==> src/rtl/mux_arbiter.sv <==
// Two-source round-robin arbiter with bounded bursts in front of a registered 2:1 select stage.
// Optional MUX_ARB_FIXED_PRIO_EN: fixed priority to A; B yields to A after MAX_BURST words.
module mux_arbiter #(
  parameter int unsigned WIDTH     = 8,
  parameter int unsigned MAX_BURST = 4
) (
  input  logic             clk,
  input  logic             rst,
  input  logic             req_a,
  input  logic [WIDTH-1:0] A,
  output logic             ack_a,
  input  logic             req_b,
  input  logic [WIDTH-1:0] B,
  output logic             ack_b,
  output logic             sel,
  output logic [WIDTH-1:0] X,
  output logic             x_valid,
  input  logic             x_ready
);

  localparam int unsigned        CNT_W      = 4;
  localparam logic [CNT_W-1:0]   BURST_LAST = CNT_W'(MAX_BURST - 1);
  localparam logic               SEL_A      = 1'b0;
  localparam logic               SEL_B      = 1'b1;

  typedef enum logic [1:0] {
    IDLE    = 2'd0,
    GRANT_A = 2'd1,
    GRANT_B = 2'd2
  } state_e;

  state_e             state_q;
  logic               sel_q;
  logic               x_valid_q;
  logic [WIDTH-1:0]   x_q;
  logic [CNT_W-1:0]   burst_q;
  logic               slot_free;
  logic               accept_a;
  logic               accept_b;
  logic               burst_at_max;
  logic               prio_a;

`ifdef MUX_ARB_FIXED_PRIO_EN
  assign prio_a = 1'b1;
`else
  // last accepted source; A wins a tie only if B went last
  logic last_q;
  assign prio_a = (last_q == SEL_B);
`endif

  // Accept decisions come from the registered grant so acks never glitch across sources
  always_comb begin
    slot_free    = !x_valid_q || x_ready;
    accept_a     = (state_q == GRANT_A) && req_a && slot_free;
    accept_b     = (state_q == GRANT_B) && req_b && slot_free;
    burst_at_max = (burst_q == BURST_LAST);
  end

  assign ack_a   = accept_a;
  assign ack_b   = accept_b;
  assign sel     = sel_q;
  assign X       = x_q;
  assign x_valid = x_valid_q;

  always_ff @(posedge clk) begin
    if (rst) begin
      state_q   <= IDLE;
      sel_q     <= SEL_A;
      x_q       <= '0;
      x_valid_q <= 1'b0;
      burst_q   <= '0;
`ifndef MUX_ARB_FIXED_PRIO_EN
      last_q    <= SEL_B;
`endif
    end else begin
      // Output stage: load on accept, otherwise drain when the sink takes the word
      if (accept_a) begin
        x_q       <= A;
        x_valid_q <= 1'b1;
`ifndef MUX_ARB_FIXED_PRIO_EN
        last_q    <= SEL_A;
`endif
      end else if (accept_b) begin
        x_q       <= B;
        x_valid_q <= 1'b1;
`ifndef MUX_ARB_FIXED_PRIO_EN
        last_q    <= SEL_B;
`endif
      end else if (x_ready) begin
        x_valid_q <= 1'b0;
      end

      if ((accept_a || accept_b) && !burst_at_max) begin
        burst_q <= burst_q + CNT_W'(1);
      end

      // Grant transitions; a transition into a GRANT state restarts the burst
      case (state_q)
        IDLE: begin
          if (req_a && (!req_b || prio_a)) begin
            state_q <= GRANT_A;
            sel_q   <= SEL_A;
            burst_q <= '0;
          end else if (req_b) begin
            state_q <= GRANT_B;
            sel_q   <= SEL_B;
            burst_q <= '0;
          end
        end
        GRANT_A: begin
          if (!req_a) begin
            if (req_b) begin
              state_q <= GRANT_B;
              sel_q   <= SEL_B;
              burst_q <= '0;
            end else begin
              state_q <= IDLE;
            end
          end
`ifndef MUX_ARB_FIXED_PRIO_EN
          else if (accept_a && burst_at_max && req_b) begin
            state_q <= GRANT_B;
            sel_q   <= SEL_B;
            burst_q <= '0;
          end
`endif
        end
        GRANT_B: begin
          if (!req_b) begin
            if (req_a) begin
              state_q <= GRANT_A;
              sel_q   <= SEL_A;
              burst_q <= '0;
            end else begin
              state_q <= IDLE;
            end
          end else if (accept_b && burst_at_max && req_a) begin
            state_q <= GRANT_A;
            sel_q   <= SEL_A;
            burst_q <= '0;
          end
        end
        default: begin
          state_q <= IDLE;
        end
      endcase
    end
  end

endmodule
==> config.mk <==
export PLATFORM = sky130hd
export DESIGN_NAME = mux_arbiter
export DESIGN_NICKNAME = d
export VERILOG_FILES = /design/src/rtl/mux_arbiter.sv
export SDC_FILE = /design/constraint.sdc
export NUM_CORES = 1
export LEC_CHECK = 0
export BUFFER_PORTS_ARGS = -buffer_cell sky130_fd_sc_hd__buf_2
export CAP_MARGIN = 5
export CORE_AREA = 5 5 51 53
export CTS_CLUSTER_SIZE = 8
export DETAILED_ROUTE_END_ITERATION = 12
export DIE_AREA = 0 0 56 58
export PLACE_DENSITY = 0.88
export SETUP_SLACK_MARGIN = 0.4
export SLEW_MARGIN = 25
export SYNTH_ARGS = -nofsm -noshare
export SYNTH_HDL_FRONTEND = slang
export SYNTH_SLANG_ARGS = --single-unit
==> constraint.sdc <==
create_clock -name clk -period 4 [get_ports clk]
set_clock_uncertainty 0.2 [all_clocks]
set_input_delay 0.8 -clock clk [delete_from_list [all_inputs] [get_ports clk]]
set_output_delay 0.8 -clock clk [all_outputs]
set_load 0.005 [all_outputs]
* Word level (Yosys, flattened, before mapping) *
Cells that the tools add are included.

word-level totals
  flip-flop bits (word level) = 17
  output and inout bits = 12
  logic and storage cells = 69

cells by class
  add/sub/neg operators = 1
  equal/unequal tests = 7
  mux-type cells = 33
  reduce and logical (&&, ||, !) cells = 22

operators by type and width
  kind                                                   count
  two-way mux 4 bit                                      8
  two-way mux 8 bit                                      2
  two-way mux 2 bit                                      7
  two-way mux 1 bit                                      13
  case mux 4 bit (3 select lines)                        1
  logical AND 1 bit                                      10
  inequality test 3 x 2 -> 1 bit, second input constant  2
  inequality test 3 bit, second input constant           2
  case mux 2 bit (3 select lines)                        1
  nonzero test 3 bit                                     2
  adder 4 x 1 -> 4 bit, second input constant            1
  equality test 4 x 2 -> 1 bit, second input constant    1
  AND reduction 4 bit                                    1
  zero test 1 bit                                        3
  logical OR 1 bit                                       3
  case mux 1 bit (3 select lines)                        1
  AND reduction 3 bit                                    1
  equality test 2 x 1 -> 1 bit, second input constant    1
  equality test 2 bit, second input constant             1
  zero test 2 bit                                        1
  nonzero test 2 bit                                     1

* Depth between registers and ports, before layout *
Gate-level depths: netlist (run 1).

  depth after elaboration = 9
  mapped depth = 7
  mapped depth without buffers = 6

* Worst setup path before layout (run 1) *
Ideal clock, no wire load.

  path type = in2out
  start point = input port x_ready
  end point = output port ack_a
  arrival = 1.455 ns
  slack = 1.545 ns
  stages = 4
  cells stage by stage = or2b_4 -> nand3_2 -> buf_2 -> inv_1

between the ends
  cells in the longest elaborated chain, start to end = 2

ends and longest elaborated chain
  item               line  text
  from (decl)        18    input logic x_ready
  logical OR 1 bit   53    slot_free = !x_valid_q || x_ready;
  logical AND 1 bit  54    accept_a = (state_q == GRANT_A) && req_a && slot_free;
  to (decl)          11    output logic ack_a,

No other way between the ends.

* Worst setup path in the final report (run 1) *
  start point = register state_q[1]
  end point = output port ack_a

between the ends
  cells in the longest elaborated chain, start to end = 3

ends and longest elaborated chain
  item                            line  text
  from (decl)                     32    state_e state_q;
  from (signal assigned)          67    state_q <= IDLE;
  from (signal assigned)          101   state_q <= GRANT_A;
  from (signal assigned)          105   state_q <= GRANT_B;
  equality test 2 x 1 -> 1 bit    54
  logical AND 1 bit (2 in a row)  54

No other way between the ends.

==> results.cfg, run 1 <==
[synth]
synth_most_common_cell = dfxtp_1
post-synth-top-area-cell = dfxtp_1
syn_area_um2 = 1060
ys_seq_area_share_pct = 32.0
synth_top_cell_area_share_pct = 32.0
netlist_instances = 115
synth_edf_count = 0
syn_nets = 141
synth_common_cells = 17 x dfxtp_1, 15 x nor2_1, 12 x mux2i_1
ys_ff_latch = 17
synth.distinct_cells = 39
ys_async_sr_fraction_pct = 0
yosys-top-cells-area = dfxtp_1 32%, mux2i_1 11%, a211oi_1 6.3%
yosys_warnings = 0
postSynthAreaPerCell_um2 = 9.26
synthFlopType = dfxtp_1

[grt]
grt_util_met3_pct = 4.45
antenna_found_initial = 0
grt_use_total_pct = 14.9
grt_use_met2_pct = 24.2
grt_pass1_wl_um = 3890
grt_use_met1_pct = 18.5
grt_pass1_vias = 909
grt_overflow = 0
busiest_layer = met2
grt_max_degree = 19

[worst_setup_path]
crit_start = state_q[1]
path_max_fanout = 18
path_cells = inv_1 -> ha_1 -> nand3_2 -> inv_1 -> buf_2
timing.rr.start = state_q[1]
reg2reg_to = state_q[0]
r2r_setup_slack_ns = 2.04
slowest_delay_ns = 0.37
required_ns = 3.00
crit_path_frequent_cell = inv_1
r2r_cells = 6
startpoint_type = flip-flop
end_kind = output pin
slowest_stage = ha_1
path_class = reg -> out
worstPathArrival_ns = 1.70

[sta]
tns_ns = 0
max_slew_margin_pct = 74.3
grt_setup_unrepaired = no
min_period_ns = 2.70
tightest_slew_ns = 0.385
setup_viol_count_final = 0
setup_slack_ns = 1.30
slew_viol_final = 0
fin_crit_sh_pct = 67.5
fmax_mhz = 370
hold_violations = 0

[worst_hold_path]
hp-class = reg -> reg
hold_end = sel
min_from = sel
min_path_cells = 2

[route]
dr.first_iter.drc_count = 11
drc_errors = 0
routedWlPerCell_um = 13.6
ant_nets = 0
dr.pass1.iters = 4
dr_total_vias = 944
via_per_inst = 5.43
routed_wl_um = 2370

[cells_and_area]
antenna_cells = 0
drive_gt1_share_pct = 32.2
multi_input_comb_area_um2 = 669
fin_nets = 173
post-route-util_pct = 59.5
fill_cells = 185
seqCellArea_um2 = 340
area_growth_pct = 17.7

[clock_tree]
cts_tree = yes
cts_buffer_depth = 2
cts_buffers = 3
cts_resized = 0
clk_pin_slew_ns = 0.09
root_buffer = clkbuf_4
cts_setup_buffers = 0
htreeDepth = 1
insertion_delay_ns = 0.29
cts_hold_buf = 0
clkSinkCount = 17

[floorplanning]
io_pins = 33
core_area_um2 = 2110
die_y_um = 58
start_util_pct = 50.6
die_area_um2 = 3250
die_w_um = 56
rows = 17

[place]
dp_hpwl_um = 1810
gp_congestion = 0.886
dpl_worst_slack_ns = 1.34
port_buffers = 32

[power]
power_density_nw_per_um2 = 517
total_power_w = 0.000648
power.leakage_nw = 0.542
irDropWorstVdd_v = 0.000298

[run_status]
outcome = complete, no violations

[flow_run]
drv_cap = 0
==> cells by family after synthesis <==
family                   after synthesis  share of synthesized area [%]
XOR/XNOR                               2                           1.65
AO/OA/AOI/OAI                         30                           21.2
buffers and inverters                 11                           5.17
flip-flops                            17                           32.0
AND/OR/NAND/NOR                       37                           21.5
multiplexers                          13                           12.7
adder cells (fa/ha/maj)                5                           5.88
==> how the worst max path moves through the flow <==
stage / endpoint / slack, ns
after floorplan: ack_a / 1.55
after global placement: ack_a / 1.38
after detailed placement: ack_a / 1.34
after CTS: ack_a / 1.31
after global routing: ack_a / 1.16
final: ack_a / 1.30
==> cell type report <==
class | instances | share of cell area [%]
well taps | 28 | 2.79
repair buffers | 32 | 12.8
flip-flops and latches | 17 | 27.1
multi-input cells | 87 | 53.4
inverters | 6 | 1.80
clock buffers | 4 | 2.10
==> cell usage in the layout (no fill, tap or decap), types with 2 or more instances in the layout <==
cell	Yosys	layout
nand2_1	3	3
ha_1	5	5
buf_2	2	32
clkbuf_4	0	3
nand2b_1	2	2
xnor2_1	2	2
and2b_1	2	2
mux2i_1	12	12
a21oi_1	8	8
a211oi_1	9	9
nor2_1	15	15
nor3_1	2	2
inv_1	6	6
nor2b_1	2	2
o21ai_0	4	4
dfxtp_1	17	17
==> flip-flops by register name (all words and copies together) (netlist names) <==
name and count:
x_valid 1, state_q 2, last_q 1, X 8
sel 1, burst_q 4
==> critical path: cells and delay by family, from the launching register on <==
family        cells  cell delay [ns]
simple gates      1             0.36
fa+ha+maj         1             0.37
buf+inv           3             0.33
flops             1             0.35
==> per-stage QoR <==
stage	cell area, um^2	std cells	hold slack (ns)
2_1_floorplan	1060	115	0.268
3_3_place_gp	1230	170	0.287
3_5_place_dp	1230	170	0.309
4_1_cts	1250	174	0.323
5_1_grt	1250	174	0.350
6_report	1250	174	0.314
==> power by group <==
group          total [W]  internal, W  switching [W]
Clock          0.0000937    0.0000388      0.0000549
Sequential      0.000242     0.000212      0.0000297
Combinational   0.000313     0.000145       0.000168
==> per-layer routing <==
layer | vias to the layer above | part of all wire [%]
met5 | - | 0
met4 | 0 | 1.3
met3 | 4 | 7.6
met2 | 30 | 46
met1 | 432 | 45
li1 | 478 | -
(Power assumes the default switching activity.)
==> run 2: changes to the inputs <==
Settings changed: CORE_AREA 5 5 51 53 to 5 5 53 55, DIE_AREA 0 0 56 58 to 0 0 58 60, PLACE_DENSITY 0.88 to 0.83.
Clock period 4 ns to 2.6 ns, I/O delays scaled along.
==> run 2 against run 1 <==
Compared with the run above: sequential power rose by 54%; sequential share of layout area shrank 0.84 points; clock power rose by 57%; sequential cell count stayed put; total power up 59%; via count up 1.6%; critical endpoint is now ack_b; largest cell class unchanged.
==> results.cfg, run 2 (synthesis results as in run 1) <==
[run_status]
outcome = complete, no violations

[sta]
tightest_slew_ns = 0.372
setup_viol_count_final = 0
slew_viol_final = 0
fmax_mhz = 467
grt_setup_unrepaired = yes
max_slew_margin_pct = 75.2
fin_crit_sh_pct = 82.4
tns_ns = 0
min_period_ns = 2.14
hold_violations = 0

[route]
routedWlPerCell_um = 13.2
dr.pass1.iters = 4
ant_nets = 0
routed_wl_um = 2350
dr_total_vias = 959
via_per_inst = 5.39
dr.first_iter.drc_count = 26
drc_errors = 0

[cells_and_area]
antenna_cells = 0
final_cell_mix = 32 x buf_2, 17 x dfxtp_1, 15 x nor2_1
multi_input_comb_area_um2 = 692
post-route-util_pct = 55.2
largest_reg_flops = 8
seqCellArea_um2 = 340
fill_cells = 219
fin_nets = 175
area_growth_pct = 21.5
drive_gt1_share_pct = 34.5
layout_commonest_cell = buf_2

[worst_setup_path]
startpoint_type = flip-flop
required_ns = 1.88
path_class = reg -> out
end_kind = output pin
slowest_delay_ns = 0.36
path_cells = inv_1 -> ha_2 -> nand2_2 -> nor2_8 -> buf_2
slowest_stage = dfxtp_1
worstPathArrival_ns = 1.42
path_max_fanout = 8

[power]
power_density_nw_per_um2 = 798
switchingPower_w = 0.000402
irDropWorstVdd_v = 0.000434
power.leakage_nw = 0.549
power.share.sequential_pct = 36.0
p_clk_share_pct = 14.2
p_int_w = 0.000631
pwr-share-comb_pct = 49.8
switching_share_pct = 38.9

[floorplanning]
rows = 18
start_util_pct = 45.5
core_area_um2 = 2340
io_pins = 33
die_w_um = 58
die_y_um = 60
die_area_um2 = 3480

[worst_hold_path]
hp-class = reg -> reg

[grt]
grt_pass1_wl_um = 3810
grt_overflow = 0
grt_max_degree = 19
grt_use_total_pct = 14.5
antenna_found_initial = 0
grt_pass1_vias = 932

[place]
port_buffers = 32
dp_hpwl_um = 1770
gp_congestion = 0.817

[clock_tree]
clkSinkCount = 17
cts_buffers = 3
cts_tree = yes
cts_hold_buf = 0
root_buffer = clkbuf_4
insertion_delay_ns = 0.30
htreeDepth = 1
clk_pin_slew_ns = 0.10
cts_buffer_depth = 2

[flow_run]
drv_cap = 0
-- run 2: critical path: cells and delay by family, from the launching register on --
kind	cells	cell delay, ns
flip-flops	1	0.36
adder cells (fa/ha/maj)	1	0.27
AND/OR/NAND/NOR	2	0.24
buffers and inverters	2	0.23
-- run 2: path summary, 6_finish.rpt --
kind	end	slack, ns	from	cells past startpoint
setup / recovery	ack_b	0.46	state_q[0]	5
hold / removal	sel	0.30	sel	2
setup reg to reg	burst_q[0]	0.64	state_q[0]	6
hold reg to reg	sel	0.30	sel	2
-- run 2: timing repair --
action / CTS / global route
resized for setup: 3 / 1
buffers inserted: 1 / 1
pin swaps: 1 / 1
endpoints found under the setup margin: 2 / 1
cloned: 0 / 0
-- run 2: layer usage --
layer	vias to the layer above	part of all wire [%]	global-route usage [%]	wire (um)
met5	-	0	0	0
met4	0	2.4	8.94	57
met3	5	6.7	2.59	157
met2	35	47	26.0	1110
met1	437	43	15.8	1020
li1	482	-	-	-
-- run 2: through the flow --
stage	cell area [um^2]	std cells	setup WS [ns]	hold WS (ns)	power [W]
after floorplan	1060	115	0.705	0.268	0.000725
after global placement	1230	172	0.542	0.281	0.000838
after global routing	1290	178	0.382	0.309	0.00111
after detailed placement	1230	172	0.513	0.289	0.000856
after CTS	1280	177	0.394	0.292	0.00102
final	1290	178	0.457	0.297	0.00103
-- run 2: power groups by stage --
stage / sequential [W] / clock [W] / combinational (W)
4_1_cts: 0.000368 / 0.000150 / 0.000504
3_5_place_dp: 0.000370 / 0 / 0.000486
3_3_place_gp: 0.000370 / 0 / 0.000468
6_report: 0.000372 / 0.000147 / 0.000514
2_1_floorplan: 0.000372 / 0 / 0.000353
5_1_grt: 0.000381 / 0.000162 / 0.000566
-- run 2: area by class of cell --
type	count	share of cell area, %
Clock buffer	4	2.03
Inverter	6	1.74
Multi-Input combinational cell	87	53.5
Sequential cell	17	26.3
Tap cell	30	2.90
Timing Repair Buffer	34	13.5
==> run 3: changes to the inputs <==
Settings changed: ABC_AREA set to 1, CORE_AREA 5 5 53 55 to 5 5 52 54, DIE_AREA 0 0 58 60 to 0 0 57 59.
Clock period 2.6 ns to 2.1 ns, I/O delays scaled along.
==> run 3 against run 2 <==
Compared with the run above: wire length up 30%; sequential cell count unchanged; setup slack got worse by 0.21 ns; combinational power grew 15%; sequential power increased by 16%; design area is 13% higher; synthesized area shrank 4.2%; largest cell class unchanged.
==> results.cfg, run 3 <==
[sta]
fmax_mhz = 540
tns_ns = 0
hold_violations = 0
worst_hold_slack_ns = 0.0861
max_slew_margin_pct = 75.2
tightest_slew_ns = 0.372
grt_setup_unrepaired = yes
min_period_ns = 1.85
fin_crit_sh_pct = 88.3
slew_viol_final = 0
setup_viol_count_final = 0

[grt]
grt_overflow = 0
grt_max_degree = 18
antenna_found_initial = 0
grt_pass1_vias = 1102
grt_use_met1_pct = 19.8
grt_pass1_wl_um = 4590
grt_use_total_pct = 17.1
busiest_layer = met2
grt_use_met2_pct = 28.4
grt_util_met3_pct = 4.14

[synth]
ys_async_sr_fraction_pct = 0
synth_top_cell_area_share_pct = 33.4
syn_area_um2 = 1020
post-synth-top-area-cell = dfxtp_1
postSynthAreaPerCell_um2 = 6.54
synth_most_common_cell = nand2_1
yosys_warnings = 0
synthFlopType = dfxtp_1
ys_seq_area_share_pct = 33.4
synth_common_cells = 38 x nand2_1, 25 x nand3_1, 20 x inv_1
syn_nets = 182
yosys-top-cells-area = dfxtp_1 33%, nand2_1 14%, nand3_1 12%
synth_edf_count = 0
synth.distinct_cells = 19
netlist_instances = 156
ys_ff_latch = 17

[power]
p_clk_share_pct = 15.2
power.leakage_nw = 0.794
switchingPower_w = 0.000475
power.share.sequential_pct = 35.8
irDropWorstVdd_v = 0.000640
pwr-share-comb_pct = 49.0
p_int_w = 0.000733
power_density_nw_per_um2 = 825
switching_share_pct = 39.3

[route]
via_per_inst = 5.23
ant_nets = 0
drc_errors = 0
routedWlPerCell_um = 13.3
dr.pass1.iters = 4
dr.first_iter.drc_count = 42
routed_wl_um = 3040
dr_total_vias = 1198

[cells_and_area]
drive_gt1_share_pct = 37.3
final_cell_mix = 35 x nand2_1, 30 x buf_2, 24 x nand3_1
fin_nets = 228
area_growth_pct = 43.6
antenna_cells = 0
layout_commonest_cell = nand2_1
largest_reg_flops = 8

[flow_run]
drv_cap = 0

[clock_tree]
cts_tree = yes
insertion_delay_ns = 0.30
cts_buffer_depth = 2
clk_pin_slew_ns = 0.10
clkSinkCount = 17
root_buffer = clkbuf_4
cts_hold_buf = 0
cts_buffers = 3
htreeDepth = 1

[floorplanning]
start_util_pct = 47.0
core_area_um2 = 2170
die_w_um = 57
die_area_um2 = 3360
rows = 17
io_pins = 33
die_y_um = 59

[place]
port_buffers = 32
dp_hpwl_um = 1900
gp_congestion = 0.844

[worst_hold_path]
hp-class = in -> reg

[run_status]
outcome = complete, no violations

[worst_setup_path]
startpoint_type = flip-flop
worstPathArrival_ns = 1.23
end_kind = output pin
path_max_fanout = 4
required_ns = 1.48
path_class = reg -> out
run 3: per-layer routing:
metal | share of wire (%) | wire length, um
met1 | 41 | 1250
met2 | 49 | 1490
met3 | 6.3 | 192
met4 | 3.7 | 114
met5 | 0 | 0
run 3: critical path, stage by stage (launching register included):
cell and delay (ns):
dfxtp_4 0.40, inv_4 0.05, ha_4 0.17, nand2_4 0.07, inv_4 0.04, nand2_4 0.07
inv_4 0.04, buf_6 0.10
run 3: stage by stage:
step                      power (W)  util [%]  worst slack, ns  area [um^2]  instances
after global placement     0.000807      55.1            0.281         1200        213
after global routing        0.00130      67.5            0.202         1460        229
final                       0.00121      67.5            0.246         1460        229
after CTS                   0.00110      63.1            0.274         1370        226
after floorplan            0.000705         -            0.446         1020        156
after detailed placement   0.000821      55.1            0.213         1200        213
run 3: layout make-up:
| class | instances | area (um^2) |
|---|---|---|
| Clock buffer | 4 | 26.3 |
| Fill cell | 186 | 706 |
| Inverter | 23 | 104 |
| Multi-Input combinational cell | 112 | 662 |
| Sequential cell | 17 | 350 |
| Tap cell | 28 | 35.0 |
| Timing Repair Buffer | 45 | 287 |
run 3: worst paths after layout:
path / slack (ns) / start / cells after the start / to
worst min register to register: 0.32 / state_q[1] / 2 / state_q[1]
worst min-delay path: 0.09 / rst / 2 / state_q[0]
worst max register to register: 0.39 / state_q[1] / 10 / burst_q[0]
worst max-delay path: 0.25 / state_q[1] / 7 / ack_a
run 3: what timing repair did:
| item | in CTS | in global routing |
|---|---|---|
| pin swaps | 3 | 6 |
| setup buffers | 9 | 3 |
| gates resized for setup | 23 | 23 |
| setup endpoints to repair | 14 | 17 |
run 3: kinds of logic after synthesis:
| family | share of synthesized area (%) |
|---|---|
| compound gates | 11.9 |
| xor+xnor | 0.859 |
| fa+ha+maj | 6.13 |
| buf+inv | 11.0 |
| flops | 33.4 |
| simple gates | 36.7 |
run 3: power groups by stage:
stage,Sequential [W],Combinational [W],Clock (W)
6_report,0.000433,0.000591,0.000184
5_1_grt,0.000440,0.000653,0.000204
4_1_cts,0.000429,0.000493,0.000179
3_5_place_dp,0.000421,0.000399,0
3_3_place_gp,0.000418,0.000389,0
2_1_floorplan,0.000418,0.000287,0
